`config.mk`:
```
export PLATFORM = sky130hd
export DESIGN_NAME = comb_ctrl
export DESIGN_NICKNAME = d
export VERILOG_FILES = /design/src/rtl/comb_pkg.sv /design/src/rtl/comb_ctrl.sv
export SDC_FILE = /design/constraint.sdc
export NUM_CORES = 1
export LEC_CHECK = 0
export ABC_AREA = 1
export BUFFER_PORTS_ARGS = -buffer_cell sky130_fd_sc_hd__clkbuf_2
export CORE_MARGIN = 2
export CORE_UTILIZATION = 45
export CTS_CLUSTER_SIZE = 24
export DETAILED_ROUTE_END_ITERATION = 6
export RECOVER_POWER = 25
export SLEW_MARGIN = 20
export SYNTH_ARGS = -nofsm -noshare
export SYNTH_HDL_FRONTEND = slang
export SYNTH_SLANG_ARGS = --single-unit
```
`constraint.sdc`:
```
create_clock -name clk -period 2.1 [get_ports clk]
set_clock_uncertainty 0.2 [all_clocks]
set_input_delay 0.42 -clock clk [delete_from_list [all_inputs] [get_ports clk]]
set_output_delay 0.42 -clock clk [all_outputs]
set_load 0.01 [all_outputs]
```
`src/rtl/comb_pkg.sv`:
```
// comb_pkg: shared definitions for the binomial-coefficient sequencer.
//   N_W       operand width; equals the data width of the operand stack
//   RES_W     result width; C(15,7)=6435 is the largest result and fits
//   MAX_DEPTH bound on stack entries for any legal run
//   comb_state_t  sequencer state encoding
package comb_pkg;

  localparam int N_W       = 4;
  localparam int RES_W     = 13;
  localparam int MAX_DEPTH = 2 * (2 ** N_W);

  typedef enum logic [3:0] {
    S_IDLE,
    S_INIT_N,
    S_INIT_K,
    S_CHECK,
    S_POP_K,
    S_POP_N,
    S_EVAL,
    S_PA_N,
    S_PA_K,
    S_PB_N,
    S_PB_K,
    S_DONE
  } comb_state_t;

endpackage

```
`src/rtl/comb_ctrl.sv`:
```
// comb_ctrl: computes C(n,k) by walking the Pascal recursion
// C(n,k) = C(n-1,k-1) + C(n-1,k) on an external LIFO of (n,k) pairs and
// counting the leaves (k==0 or k==n). Only one pair is held locally.
//
// Ports
//   clk        rising-edge clock
//   rst        asynchronous active-low reset
//   start      request pulse, honoured only in IDLE
//   n, k       operands, captured with start
//   busy       high in every state except IDLE
//   done       one-cycle pulse while result becomes valid
//   result     C(n,k), held until the next completion
//   stk_push   stack push strobe (registered, decoded from state)
//   stk_pop    stack pop strobe  (registered, decoded from state)
//   stk_din    data pushed, registered alongside the strobes
//   stk_dout   stack read data, valid the cycle after a pop
//   stk_empty  stack empty flag, combinational from the stack pointer
module comb_ctrl #(
  parameter int N_W   = comb_pkg::N_W,
  parameter int RES_W = comb_pkg::RES_W
) (
  input  logic             clk,
  input  logic             rst,
  input  logic             start,
  input  logic [N_W-1:0]   n,
  input  logic [N_W-1:0]   k,
  output logic             busy,
  output logic             done,
  output logic [RES_W-1:0] result,
  output logic             stk_push,
  output logic             stk_pop,
  output logic [N_W-1:0]   stk_din,
  input  logic [N_W-1:0]   stk_dout,
  input  logic             stk_empty
);
  import comb_pkg::*;

  comb_state_t      state_q;
  logic [N_W-1:0]   cur_n_q, cur_k_q;
  logic [RES_W-1:0] acc_q, result_q;
  logic             busy_q, done_q, push_q, pop_q;
  logic [N_W-1:0]   din_q;

  // Strobes are set on the transition into the state that owns them, so
  // they are high exactly while the FSM sits in that state.
  always_ff @(posedge clk or negedge rst) begin
    if (!rst) begin
      state_q  <= S_IDLE;
      cur_n_q  <= '0;
      cur_k_q  <= '0;
      acc_q    <= '0;
      result_q <= '0;
      busy_q   <= 1'b0;
      done_q   <= 1'b0;
      push_q   <= 1'b0;
      pop_q    <= 1'b0;
      din_q    <= '0;
    end else begin
      push_q <= 1'b0;
      pop_q  <= 1'b0;
      done_q <= 1'b0;
      case (state_q)
        S_IDLE: begin
          if (start) begin
            if (k > n) begin
              // Empty range: answer is zero and the stack is left alone.
              acc_q    <= '0;
              result_q <= '0;
              busy_q   <= 1'b1;
              done_q   <= 1'b1;
              state_q  <= S_DONE;
            end else if (stk_empty) begin
              cur_n_q <= n;
              cur_k_q <= k;
              acc_q   <= '0;
              busy_q  <= 1'b1;
              push_q  <= 1'b1;
              din_q   <= n;
              state_q <= S_INIT_N;
            end
          end
        end
        S_INIT_N: begin
          push_q  <= 1'b1;
          din_q   <= cur_k_q;
          state_q <= S_INIT_K;
        end
        S_INIT_K: state_q <= S_CHECK;
        S_CHECK: begin
          if (stk_empty) begin
            result_q <= acc_q;
            done_q   <= 1'b1;
            state_q  <= S_DONE;
          end else begin
            pop_q   <= 1'b1;
            state_q <= S_POP_K;
          end
        end
        S_POP_K: begin
          pop_q   <= 1'b1;
          state_q <= S_POP_N;
        end
        S_POP_N: begin
          // k (pushed last) arrives first on the registered read port.
          cur_k_q <= stk_dout;
          state_q <= S_EVAL;
        end
        S_EVAL: begin
          // n is on stk_dout now; use it directly rather than wait a cycle.
          cur_n_q <= stk_dout;
          if (cur_k_q == '0 || cur_k_q == stk_dout) begin
            acc_q   <= acc_q + 1'b1;
            state_q <= S_CHECK;
          end else begin
            push_q  <= 1'b1;
            din_q   <= stk_dout - 1'b1;
            state_q <= S_PA_N;
          end
        end
        S_PA_N: begin
          push_q  <= 1'b1;
          din_q   <= cur_k_q - 1'b1;
          state_q <= S_PA_K;
        end
        S_PA_K: begin
          push_q  <= 1'b1;
          din_q   <= cur_n_q - 1'b1;
          state_q <= S_PB_N;
        end
        S_PB_N: begin
          push_q  <= 1'b1;
          din_q   <= cur_k_q;
          state_q <= S_PB_K;
        end
        S_PB_K: state_q <= S_CHECK;
        S_DONE: begin
          busy_q  <= 1'b0;
          state_q <= S_IDLE;
        end
        default: begin
          busy_q  <= 1'b0;
          state_q <= S_IDLE;
        end
      endcase
    end
  end

  assign busy     = busy_q;
  assign done     = done_q;
  assign result   = result_q;
  assign stk_push = push_q;
  assign stk_pop  = pop_q;
  assign stk_din  = din_q;

endmodule

```
; ---- After elaboration in Yosys (flattened, before gate mapping)
; Cells that the tools add are included.
[word_totals]
out_inout_bits = 21
register_bits = 46
word_cells = 92
inputBits = 16
[classes]
reduce_logical = 18
n_bitwise = 1
eq_ne = 19
n_addsub = 4
order_cmp = 1
mux = 39
[ops]
columns = cell, n
row1 = 13-bit 2-to-1 mux, 7
row2 = 13-bit case mux with 2 select lines, 2
row3 = 4-bit 2-to-1 mux, 11
row4 = 4-bit case mux with 10 select lines, 1
row5 = 4-bit case mux with 5 select lines, 1
row6 = 4-bit by 3-bit equality test with 1-bit output (second input constant), 4
row7 = 4-bit case mux with 2 select lines, 2
row8 = 4-bit AND reduction, 4
row9 = 2-bit inequality test (second input constant), 7
row10 = 13-bit by 1-bit adder with 13-bit output (second input constant), 1
row11 = 4-bit equality test (second input constant), 3
row12 = 4-bit by 1-bit subtractor with 4-bit output (second input constant), 3
row13 = 1-bit 2-to-1 mux, 10
row14 = 10-bit OR reduction, 1
row15 = 4-bit by 2-bit equality test with 1-bit output (second input constant), 2
row16 = 4-bit zero test, 2
row17 = 1-bit case mux with 2 select lines, 3
row18 = 2-bit nonzero test, 3
row19 = 5-bit AND reduction, 1
row20 = 5-bit nonzero test, 1
row21 = 4-bit by 1-bit equality test with 1-bit output (second input constant), 1
row22 = 4-bit equality test, 1
row23 = 4-bit greater-than comparator, 1
row24 = 2-bit OR reduction, 2
row25 = other kinds (8), 8

; ---- Logic depth before layout (Yosys ltp)
; Gate-level depths: netlist of run 1.
[logic_depth]
depth_word = 4
ltp_mapped = 12

; ---- Worst setup path before layout of run 1
; Ideal clock, no wire load.
[synth_path]
kind = input-to-reg
start = in n[3]
end = reg acc_q[4]
n_path_buf = 0
required_ps = 1770
path_stages = 9
path_slack_ps = 143
t_arrival_ps = 1627
path_cell_list = inv_1 -> ha_1 -> nand2_1 -> o21ai_0 -> nand2_1 -> o21ai_1 -> nand3_1 -> nand2_1 -> o21ai_0
[synth_via]
elab_chain_len = 4
word_cells_on_any_way = 6
[synth_rtl]
columns = element, line
row1 = from (decl), comb_ctrl.sv:25  ; input logic [N_W-1:0] n,
row2 = 4-bit greater-than comparator (*), comb_ctrl.sv:65  ; if (k > n) begin
row3 = 13-bit 2-to-1 mux, comb_ctrl.sv:65
row4 = 13-bit 2-to-1 mux, comb_ctrl.sv:64  ; if (start) begin
row5 = 13-bit case mux with 2 select lines, comb_ctrl.sv:62  ; case (state_q)
row6 = to (signal assigned), comb_ctrl.sv:112  ; acc_q <= acc_q + 1'b1;
row7 = to (decl), comb_ctrl.sv:40  ; logic [RES_W-1:0] acc_q, result_q;
; Every way passes the cells marked *; elsewhere a longest branch is shown, timed or not. The select of a mux whose other input is x is not followed.
; A chain may end at the register's enable or synchronous reset.

; ---- Worst setup path after layout of run 1
[layout_path]
start = reg state_q[1]
end = reg din_q[1], in the netlist stk_din[1]
[layout_via]
elab_chain_len = 4
word_cells_on_any_way = 14
[layout_rtl]
columns = element, line
row1 = from (decl), comb_ctrl.sv:38  ; comb_state_t state_q;
row2 = from (signal assigned), comb_ctrl.sv:48  ; state_q <= S_IDLE;
row3 = from (signal assigned), comb_ctrl.sv:71  ; state_q <= S_DONE;
row4 = from (signal assigned), comb_ctrl.sv:79  ; state_q <= S_INIT_N;
row5 = 4-bit equality test or 4-bit by 1-bit equality test with 1-bit output (tied branches), comb_ctrl.sv:62
row6 = 2-bit OR reduction (no source line), -
row7 = 5-bit nonzero test (no source line), -
row8 = 5-bit AND reduction (no source line), -
row9 = to (signal assigned), comb_ctrl.sv:78  ; din_q <= n;
row10 = to (signal assigned), comb_ctrl.sv:85  ; din_q <= cur_k_q;
row11 = to (signal assigned), comb_ctrl.sv:116  ; din_q <= stk_dout - 1'b1;
row12 = to (decl), comb_ctrl.sv:42  ; logic [N_W-1:0] din_q;
; Parallel ways exist; a longest one is shown, timed or not.

==> flow_summary_export.csv, run 1 <==
group,metric,value,unit
timing,period_share,93.1,%
layout,layout.nets,441,
timing,rsz0062_at_grt,"true",
placed_design,placed_cells,486,
worst_setup_path,crit_end,"stk_din[1]",
route,detail-route-antenna-nets,0,
worst_setup_path,arrival,1.94,ns
route,viasPerCell,4.95,
route,routedWlPerCell,13.0,um
timing,setup_viol,0,
cts,htree_levels,2,
cts,numCtsBuffers,5,
timing,tightest_slew,0.988,ns
yosys,yosys-top-cells-count,"nand2_1 (72), inv_1 (60), dfrtp_1 (46)",
cts,tritoncts,"done",
yosys,synth_top_family_by_area,"simple AND/OR/NAND/NOR gates",
hold_path,hp-class,"primary input to flop",
floorplanning,ioPinCount,37,
worst_setup_path,rrSetupSlack,0.15,ns
placed_design,place_congestion,0.900,
timing,max_freq,512,MHz
worst_setup_path,crit_start,"state_q[1]",
worst_setup_path,crit_type,"flop to flop",
yosys,syn_area,0.00269,sq mm
cts,path_clk_slew,0.09,ns
cts,postCtsSetupBuffers,0,
layout,area_delta_synth_final,21.6,%
cts,clk_latency,0.30,ns
power,p_leak,1.66,nW
layout,fill_cells,559,
layout,final_cells,495,
cts,max-clock-path-buffers,2,
power,vdd_drop_max,468,uV
floorplanning,die_h,81.3,um
placed_design,dp_hpwl,5010,um
timing,finalMaxSlewViolations,0,
yosys,ys_seq_area_share,42.8,%
layout,drive_gt1_share,20.0,%
timing,slew_headroom,34.2,%
yosys,synth_most_common_cell,"nand2_1",
worst_setup_path,crit_fanout,5,
hold_path,hold_depth,2,
timing,finalHoldViolations,0,
yosys,yosysWarnings,0,
yosys,synth-xor-area-share,3.58,%
yosys,yosysTopAreaCell,"dfrtp_1",
yosys,avgSynthCellArea,7.50,sq um
worst_setup_path,critPathCaptureType,"flop",
yosys,synthAdderAreaFrac,2.79,%
global_routing,grt_max_degree,30,
timing,final.min_clock_period,1.95,ns
worst_setup_path,worstReg2RegStart,"state_q[1]",
route,first_iter_violations,99,
floorplanning,row_count,28,
worst_setup_path,worst_setup_path_start_kind,"flop",
route,vias,2452,
yosys,synth.area.mux_share,0,%
yosys,ys_ff_latch,46,
route,drc,0,
yosys,synth_edf_count,0,
status,status,"completed",
global_routing,grt_pass1_vias,2303,
floorplanning,die_w,81.3,um
placed_design,place_ws,-0.210,ns
yosys,ys_types,31,
global_routing,grt_pass1_wl,10900,um
yosys,async_reset_ff_share,100,%
yosys,synthCells,359,
power,power_density,1130,mW/mm^2
yosys,synth_top_area_share,42.8,%
layout,antenna_cells,0,
worst_setup_path,reg2reg_depth,10,
route,detail_route.wirelength,6450,um
placed_design,io_buffers,36,
floorplanning,initial_core_util,46.0,%
yosys,yosys.area_share.simple,27.7,%
run,drv_cap,0,
route,dr.pass1.iters,4,
yosys,syn_nets,381,
global_routing,track_usage,21.7,%
global_routing,overflow,0,
yosys,synth_top_flop_cell,"dfrtp_1",
yosys,synth_compound_area_share,12.8,%
yosys,synth.area.top_cells,"dfrtp_1 (43%), nand2_1 (10%), inv_1 (8.4%), nand3_1 (6.3%), nor2_1 (4.6%)",
timing,setup_slack,0.145,ns
cts,cts_sinks,46,
floorplanning,core,0.00585,sq mm
worst_setup_path,r2r-end,"stk_din[1]",
floorplanning,dieArea,0.00662,sq mm
cts,cts_root_buf,"clkbuf_8",
worst_setup_path,crit_required,2.08,ns
global_routing,antenna_found_initial,0,
## per-stage QoR
step / cell area (sq um) / setup TNS, ns / hold WS, ns / total power, W / util, %
after global placement: 3120 / -1.66 / 0.202 / 0.00289 / 53.4
after CTS: 3280 / 0 / 0.185 / 0.00373 / 56.0
after global routing: 3270 / -0.0580 / 0.206 / 0.00402 / 55.9
after floorplan: 2690 / 0 / -0.0756 / 0.00236 / -
after detailed placement: 3120 / -3.23 / 0.211 / 0.00290 / 53.4
final: 3270 / 0 / 0.189 / 0.00370 / 55.9
## placed cells by master (no fill, tap or decap), types with 6 or more instances in the layout
cell type / n
o21ai_1: 11
o21ai_0: 20
nor2_2: 7
clkbuf_2: 32
nand3_1: 33
xor2_1: 11
inv_1: 60
buf_4: 18
nand2_1: 72
dfrtp_1: 45
ha_1: 6
o22ai_1: 13
nor3_1: 7
clkbuf_8: 6
nor2_1: 32
## power by group
group          internal, W  total (W)  switching, W
Combinational     0.000612    0.00162       0.00100
Clock             0.000508   0.000812      0.000304
Sequential         0.00111    0.00127      0.000161
## worst min-delay path by stage
stage / startpoint / end
after global placement: rst / state_q[0]
after CTS: stk_empty / stk_pop
final: stk_empty / stk_pop
after floorplan: rst / acc_q[0]
after global routing: stk_empty / stk_pop
after detailed placement: rst / state_q[1]
## worst max-delay path, cell delays in order, from the launching register on
cell and delay (ns):
dfrtp_1 0.43, nand2_1 0.16, inv_1 0.11, nand2_1 0.11, nand2_2 0.06, nor2_1 0.11, nor2_2 0.06, ha_1 0.28
inv_1 0.04, a22oi_1 0.17, a31oi_1 0.10
## cell families (layout without fill, tap and decap cells)
family / after synthesis / count (layout)
AOI/OAI and AO/OA: 60 / 60
xor gates and xnor gates: 11 / 11
adders and majority gates: 6 / 6
buffers and inverters: 70 / 131
DFF: 46 / 46
and+or+nand+nor: 166 / 166
## state kept, by name (all words and copies together) (netlist names)
signal and flops:
result 13, done 1, stk_din 4, stk_pop 1
cur_k_q 4, stk_push 1, cur_n_q 4, state_q 4
acc_q 13, busy 1
## area by class of cell
cell class,count,area (sq um),area share [%]
repair buffers,58,372,11.4
flip-flops and latches,46,1150,35.2
clock buffers,6,82.6,2.52
inverters,65,244,7.46
well taps,75,93.8,2.87
multi-input cells,243,1270,38.7
clock inverters,2,60.1,1.84
## per-layer routing
| layer | part of all wire, % | track usage [%] | up-vias |
|---|---|---|---|
| met3 | 2.9 | 3.67 | 6 |
| met2 | 49 | 37.5 | 40 |
| met5 | 0 | 0 | - |
| met4 | 1.3 | 6.10 | 0 |
| met1 | 46 | 27.8 | 1124 |
| li1 | - | - | 1282 |
## repair_timing
item	in CTS	in global routing
hold buffers	1	0
hold endpoints to repair	17	0
gates resized for setup	0	4
endpoints found under the setup margin	0	18
No activity file was read; power rests on OpenSTA's default activity.
==> run 2: changes to the inputs <==
--- a/config.mk
+++ b/config.mk
@@ -7,10 +7,14 @@
 export LEC_CHECK = 0
 export ABC_AREA = 1
 export BUFFER_PORTS_ARGS = -buffer_cell sky130_fd_sc_hd__clkbuf_2
+export CELL_PAD_IN_SITES_DETAIL_PLACEMENT = 0
+export CELL_PAD_IN_SITES_GLOBAL_PLACEMENT = 1
 export CORE_MARGIN = 2
-export CORE_UTILIZATION = 45
+export CORE_UTILIZATION = 42
 export CTS_CLUSTER_SIZE = 24
 export DETAILED_ROUTE_END_ITERATION = 6
+export GPL_TIMING_DRIVEN = 0
+export PLACE_DENSITY_LB_ADDON = 0.2
 export RECOVER_POWER = 25
 export SLEW_MARGIN = 20
 export SYNTH_ARGS = -nofsm -noshare
==> flow_summary_export.csv, run 2 (synthesis gave the netlist of run 1 again) <==
group,metric,value,unit
status,status,"completed",
worst_setup_path,crit_required,2.13,ns
global_routing,grt_pass1_vias,2490,
floorplanning,die_w,84.1,um
timing,rsz0062_at_grt,"false",
layout,layout.nets,428,
layout,final_cells,484,
cts,max-clock-path-buffers,2,
layout,area_delta_synth_final,16.9,%
global_routing,overflow,0,
timing,finalMaxSlewViolations,0,
route,vias,2452,
worst_setup_path,crit_fanout,10,
power,vdd_drop_max,445,uV
floorplanning,ioPinCount,37,
power,p_sw_share,44.5,%
hold_path,min_delay_worst_endpoint,"stk_pop",
layout,antenna_cells,0,
worst_setup_path,crit_type,"primary input to flop",
placed_design,io_buffers,36,
cts,cts_root_buf,"clkbuf_8",
placed_design,dp_hpwl,5140,um
floorplanning,row_count,29,
hold_path,min_from,"stk_empty",
timing,tightest_slew,0.638,ns
power,pwr-share-seq,37.0,%
timing,setup_viol,0,
timing,finalHoldViolations,0,
placed_design,place_congestion,0.844,
timing,max_freq,506,MHz
run,drv_cap,0,
global_routing,grt_pass1_wl,11800,um
route,detail_route.wirelength,6820,um
route,dr.pass1.iters,4,
worst_setup_path,worst-path-buf-inv,3,
worst_setup_path,arrival,2.01,ns
global_routing,grt_max_degree,47,
cts,numCtsBuffers,5,
layout,layout_common_cells,"nand2_1 (69), inv_1 (60), dfrtp_1 (43)",
route,detail-route-antenna-nets,0,
floorplanning,dieArea,0.00706,sq mm
layout,drive_gt1_share,18.2,%
worst_setup_path,reg2reg_depth,10,
worst_setup_path,crit_path_frequent_cell,"nor2_4",
hold_path,hold_depth,2,
route,routedWlPerCell,14.1,um
layout,fill_cells,652,
power,switchingPower,0.00155,W
global_routing,track_usage,21.1,%
power,p_int,0.00193,W
floorplanning,die_h,84.1,um
floorplanning,core,0.00628,sq mm
cts,tritoncts,"done",
worst_setup_path,cp_top_family,"simple AND/OR/NAND/NOR gates",
layout,final_common_cell,"nand2_1",
global_routing,antenna_found_initial,0,
power,clkPwrFrac,17.0,%
cts,clk_latency,0.31,ns
floorplanning,initial_core_util,42.9,%
hold_path,hp-class,"primary input to flop",
worst_setup_path,critPathCaptureType,"flop",
power,power_frac_comb,46.0,%
placed_design,placed_cells,472,
worst_setup_path,rrSetupSlack,0.13,ns
power,p_leak,1.54,nW
worst_setup_path,worstReg2RegStart,"state_q[3]",
timing,hold_ws,0.175,ns
timing,slew_headroom,57.5,%
worst_setup_path,worst_setup_path_start_kind,"primary input",
cts,htree_levels,2,
timing,period_share,94.1,%
timing,final.min_clock_period,1.98,ns
route,drc,0,
worst_setup_path,path_cells,"clkbuf_2, inv_1, ha_1, a21oi_1, o21ai_2, nand2_2, nor2_2, nor2_4, nor2_4, buf_6, nand2_1, o21ai_1",
power,power_density,1110,mW/mm^2
worst_setup_path,r2r-end,"acc_q[6]",
worst_setup_path,max_stage_delay,0.30,ns
cts,cts_sinks,46,
route,first_iter_violations,92,
route,viasPerCell,5.07,
worst_setup_path,crit_slowest_cell,"ha_1",
cts,path_clk_slew,0.09,ns
## run 2: changes by cell type in the layout (fill, tap and decap cells not counted), moves of 3 or more
cell      previous run  this run
nand2_1             72        69
clkbuf_1             4        12
buf_4               18         3
clkbuf_2            32        24
nor2_4               2         5
nor2_1              32        29
## run 2: per-stage QoR
step	setup TNS, ns	setup WS, ns	utilization (%)	area, sq um	total power [W]
floorplan	0	0.143	-	2690	0.00236
global placement	-11.76	-0.456	47.3	2970	0.00280
detailed placement	-12.07	-0.483	47.3	2970	0.00282
CTS	0	0.0324	49.1	3080	0.00342
global route	0	0.00315	50.1	3150	0.00379
finish	0	0.123	50.1	3150	0.00348
## run 2: worst max-delay path by stage
stage | from | to | slack [ns] | depth (start not counted)
floorplan | n[3] | acc_q[4] | 0.14 | 9
global placement | n[3] | acc_q[8] | -0.46 | 10
detailed placement | n[3] | acc_q[4] | -0.48 | 10
CTS | state_q[3] | stk_din[1] | 0.03 | 10
global route | state_q[0] | stk_din[2] | 0.003 | 11
finish | n[1] | acc_q[9] | 0.12 | 12
## run 2: layer usage
metal | wire, um | track usage [%] | vias to the layer above
met5 | 0 | 0 | -
met2 | 3390 | 35.8 | 35
li1 | - | - | 1256
met4 | 123 | 6.74 | 0
met3 | 185 | 3.36 | 10
met1 | 3120 | 27.4 | 1151
## run 2: power groups by stage
stage	logic, W	registers [W]	clock network (W)
after CTS	0.00154	0.00127	0.000606
final	0.00160	0.00129	0.000591
after floorplan	0.00105	0.00131	0
after global routing	0.00182	0.00132	0.000642
after detailed placement	0.00152	0.00129	0
after global placement	0.00151	0.00129	0
## run 2: cell type report
cell class              count  area, sq um  area share, %
multi-input cells         243         1320           41.8
flip-flops and latches     46         1150           36.7
inverters                  65          244           7.76
repair buffers             40          201           6.40
well taps                  77         96.3           3.06
clock buffers               6         82.6           2.63
plain buffers               5         38.8           1.23
clock inverters             2         12.5          0.398
## run 2: timing repair
action	CTS	global route
hold buffers	1	0
pin swaps	0	5
buffers inserted	0	3
gates resized for setup	2	19
hold endpoints to repair	46	0
setup endpoints to repair	22	25
